[src/rtl/writeback_buffer.sv]
// rtl/writeback_buffer.sv - in-order writeback FIFO feeding the register-file write port, with forwarding lookups
module writeback_buffer #(
    parameter int DEPTH = 4,
    parameter int XLEN  = 64
) (
    input  logic                    clk,
    input  logic                    rst,
    input  logic                    in_valid,
    output logic                    in_ready,
    input  logic [4:0]              in_rd,
    input  logic signed [XLEN-1:0]  in_data,
    input  logic                    wb_stall,
    output logic [4:0]              rd,
    output logic signed [XLEN-1:0]  write_data,
    output logic                    reg_write,
    input  logic [4:0]              rs1,
    input  logic [4:0]              rs2,
    output logic                    fwd1_hit,
    output logic                    fwd2_hit,
    output logic signed [XLEN-1:0]  fwd1_data,
    output logic signed [XLEN-1:0]  fwd2_data,
    output logic [$clog2(DEPTH):0]  count,
    output logic                    empty
);

    localparam int PW = $clog2(DEPTH);
    localparam int CW = PW + 1;

    logic [4:0]      mem_rd   [DEPTH];
    logic [XLEN-1:0] mem_data [DEPTH];
    logic [PW-1:0]   head;
    logic [PW-1:0]   tail;
    logic            push;
    logic            store;
    logic            pop;
    logic [PW-1:0]   idx;

    assign in_ready   = (count < CW'(DEPTH));
    assign empty      = (count == '0);
    assign push       = in_valid && in_ready;
    // x0 results complete the handshake but never occupy an entry
    assign store      = push && (in_rd != 5'd0);
    assign reg_write  = !empty && !wb_stall;
    assign pop        = reg_write;
    assign rd         = empty ? 5'd0 : mem_rd[head];
    assign write_data = empty ? '0 : mem_data[head];

    always_ff @(posedge clk or posedge rst) begin
        if (rst) begin
            head  <= '0;
            tail  <= '0;
            count <= '0;
        end else begin
            if (store)
                tail <= tail + 1'b1;
            if (pop)
                head <= head + 1'b1;
            case ({store, pop})
                2'b10:   count <= count + 1'b1;
                2'b01:   count <= count - 1'b1;
                default: count <= count;
            endcase
        end
    end

    always_ff @(posedge clk) begin
        if (store) begin
            mem_rd[tail]   <= in_rd;
            mem_data[tail] <= in_data;
        end
    end

    // Walk oldest to youngest so the youngest occupied match wins
    always_comb begin
        fwd1_hit  = 1'b0;
        fwd2_hit  = 1'b0;
        fwd1_data = '0;
        fwd2_data = '0;
        idx       = '0;
        for (int i = 0; i < DEPTH; i++) begin
            idx = head + PW'(i);
            if (CW'(i) < count) begin
                if (rs1 != 5'd0 && mem_rd[idx] == rs1) begin
                    fwd1_hit  = 1'b1;
                    fwd1_data = mem_data[idx];
                end
                if (rs2 != 5'd0 && mem_rd[idx] == rs2) begin
                    fwd2_hit  = 1'b1;
                    fwd2_data = mem_data[idx];
                end
            end
        end
    end

endmodule
[config.mk]
export PLATFORM = sky130hd
export DESIGN_NAME = writeback_buffer
export DESIGN_NICKNAME = d
export VERILOG_FILES = /design/src/rtl/writeback_buffer.sv
export SDC_FILE = /design/constraint.sdc
export NUM_CORES = 1
export LEC_CHECK = 0
export ABC_AREA = 1
export CAP_MARGIN = 0
export CORE_ASPECT_RATIO = 2
export CORE_MARGIN = 1
export CORE_UTILIZATION = 50
export CTS_BUF_LIST = sky130_fd_sc_hd__clkbuf_8
export DETAILED_ROUTE_END_ITERATION = 6
export HOLD_SLACK_MARGIN = 0.05
export PLACE_DENSITY = 0.83
export RECOVER_POWER = 50
export SETUP_SLACK_MARGIN = 0.1
export SLEW_MARGIN = 20
export SYNTH_ARGS = -nofsm -noshare
export SYNTH_HDL_FRONTEND = slang
export SYNTH_SLANG_ARGS = --single-unit
[constraint.sdc]
create_clock -name clk -period 6.45 [get_ports clk]
set_clock_uncertainty 0.05 [all_clocks]
set_input_delay 1.29 -clock clk [delete_from_list [all_inputs] [get_ports clk]]
set_output_delay 1.29 -clock clk [all_outputs]
set_load 0.03 [all_outputs]
==> impl_metrics.csv <==
group,metric,value,unit
global_routing,gr-usage-all-layers,32.1,%
setup_path,critPathRequiredTime,5.11,ns
setup_path,crit_fanout,123,
clocking,post_cts_buffers,0,
timing,tns,0,ns
final_layout,syn_to_final_growth,16.7,%
drt,drc,0,
outcome,violations,"max-capacitance violations, max-slew violations",
drt,vias_per_cell,5.71,
pwr,p_leak,11.2,nW
floorplanning,placementRows,108,
drt,drt_wl_total,72400,µm
setup_path,start_kind,"flop",
synth,ys_types,28,
final_layout,drive_above_1_share,3.73,%
drt,routedWlPerCell,17.7,µm
floorplanning,ios,288,
global_routing,globalRouteOverflowTotal,0,
final_layout,layout_common_cells,"nand2_1 (1165), nor2_1 (484), o21ai_0 (457)",
pwr,seq_power_share,17.2,%
pwr,p_clk_share,9.9,%
drt,drtIter0Drc,1853,
timing,hold_violations,0,
pwr,switching_power,8.29,mW
pwr,ir_drop,521,µV
final_layout,final_design_area_no_fill,25600,µm²
synth,ys_ff_latch,283,
clocking,cts.sinks,283,
synth,syn_area_per_cell,6.48,µm²
floorplanning,initial_core_util,50.5,%
worst_hold_path,worstHoldPathCells,2,
floorplanning,fp.dieH,298,µm
placement,dp_hpwl,46800,µm
timing,clock.fmax,168,MHz
outcome,status,"finished, violations left",
timing,relSlewSlack,-83.2,%
timing,rsz0062_at_grt,"no",
floorplanning,core_area,43400,µm²
pwr,power.density,563,nW/µm²
setup_path,cp.arrival,4.60,ns
clocking,clk_pin_slew,0.06,ns
timing,fin_crit_sh,92.2,%
final_layout,final_common_cell,"nand2_1",
timing,setup_violations,0,
floorplanning,die_w,150,µm
placement,place_congestion,0.934,
setup_path,r2r_cells,5,
timing,tightest_slew,2.75,ns
pwr,swShare,57.6,%
pwr,p_int,6.11,mW
global_routing,grt_max_degree,313,
setup_path,path_class,"flop to output pin",
clocking,cts_root_buffer,"clkbuf_8",
clocking,cts_buffer_depth,3,
setup_path,cp-end-kind,"output pin",
clocking,cts_buffers,42,
clocking,tritoncts,"yes",
placement,post_dp_cell_area,24800,µm²
drt,vias,23400,
synth,yosysWarnings,0,
global_routing,grt_pass1_vias,22000,
drt,postRouteAntennaNets,0,
clocking,clkLatencyLatePin,0.57,ns
placement,portBuffers,287,
clocking,cts_resized,0,
floorplanning,design.die.area,44700,µm²
timing,final.min_clock_period,5.94,ns
pwr,combPwrFrac,72.9,%
synth,netlist_area,21900,µm²
final_layout,final.fill_count,4039,
synth,synthesis.instances,3384,
global_routing,grt_pass1_wl,110000,µm
clocking,h-tree-depth,2,
run,maxCapViolations,5,
timing,finalMaxSlewViolations,127,
global_routing,antenna_found_initial,19,
worst_hold_path,hold_class,"flop to flop",
final_layout,nets,3597,
synth,ys_seq_area_share,38.6,%
clocking,cts_hold_buf,0,
synth,synth.net_count,3476,
drt,dr.pass1.iters,6,
## state kept, by name, indices dropped and copies added (netlist names)
name and count:
count 3, head 2, mem_data 256, mem_rd 20, tail 2
## per-stage QoR
stage / cells / power [mW] / hold slack [ns] / utilization, % / setup slack (ns)
2_1_floorplan: 3384 / 9.37 / 0.507 / - / 1.41
3_3_place_gp: 4009 / 12.7 / 0.479 / 57.1 / 0.664
3_5_place_dp: 4009 / 12.8 / 0.485 / 57.1 / 0.682
4_1_cts: 4086 / 14.2 / 0.504 / 58.9 / 0.551
5_1_grt: 4100 / 15.3 / 0.570 / 59.0 / 0.147
6_report: 4101 / 14.4 / 0.497 / 59.0 / 0.506
## logic make-up after synthesis
family	synth area share (%)
AND/OR/NAND/NOR	36.9
buffers and inverters	11.2
AO/OA/AOI/OAI	12.3
flip-flops	38.6
XOR/XNOR	0.400
adder cells (fa/ha/maj)	0.514
## cell usage after synthesis (all sizes together)
| cell type | n | area, µm² |
|---|---|---|
| xnor2 | 2 | 17.5 |
| xor2 | 8 | 70.1 |
| buf | 184 | 1080 |
| o21ai | 529 | 2660 |
| and3 | 1 | 6.26 |
| or2 | 1 | 6.26 |
| nand2 | 1167 | 4380 |
| ha | 9 | 113 |
| nor2 | 493 | 1860 |
| dfrtp | 7 | 175 |
| clkbuf | 73 | 274 |
| nor2b | 1 | 6.26 |
| nand4 | 130 | 813 |
| or3 | 1 | 6.26 |
| o311ai | 1 | 16.3 |
| edfxtp | 276 | 8290 |
| nand3 | 199 | 1010 |
| inv | 296 | 1110 |
| a21oi | 6 | 30.0 |
## critical path, cell delays in order (launching register included)
cell	delay [ns]
dfrtp_4	0.66
buf_4	0.82
nand2_1	0.16
nand2_1	0.13
o21ai_1	0.13
nand2_1	0.12
o21ai_0	0.09
nor2_1	0.12
nand2_1	0.10
nor2_4	0.46
buf_4	0.34
nand2_1	0.07
nand2_1	0.12
clkdlybuf4s50_1	0.69
## worst paths after layout
check | start | endpoint | slack [ns]
min in group asynchronous | rst | head[1] | 1.06
worst min-delay path | count[1] | count[1] | 0.50
max in group asynchronous | rst | head[0] | 5.03
worst max register to register | count[2] | mem_data[2][39] | 1.70
worst max-delay path | head[0] | fwd1_data[12] | 0.51
worst min register to register | count[1] | count[1] | 0.50
## power by group through the flow
stage / Combinational, mW / Sequential (mW) / Clock, mW
finish: 10.5 / 2.48 / 1.43
global route: 11.3 / 2.51 / 1.51
CTS: 10.3 / 2.47 / 1.44
detailed placement: 10.3 / 2.51 / 0
global placement: 10.2 / 2.50 / 0
floorplan: 6.90 / 2.47 / 0
## cell type report
class | count | area [µm²] | area share, %
clock buffers | 45 | 619 | 2.42
inverters | 296 | 1110 | 4.34
well taps | 550 | 688 | 2.69
diodes | 13 | 32.5 | 0.127
clock inverters | 32 | 188 | 0.734
multi-input cells | 2548 | 11100 | 43.5
flip-flops and latches | 283 | 8470 | 33.1
repair buffers | 334 | 3340 | 13.1
## routing by layer
| metal | global-route usage, % | part of all wire, % | wire, µm |
|---|---|---|---|
| met1 | 33.1 | 33 | 24100 |
| met5 | 0 | 0.11 | 78 |
| met4 | 22.6 | 7.0 | 5100 |
| met3 | 5.25 | 9.4 | 6830 |
| met2 | 57.7 | 50 | 36300 |
No activity file was read; power rests on OpenSTA's default activity.
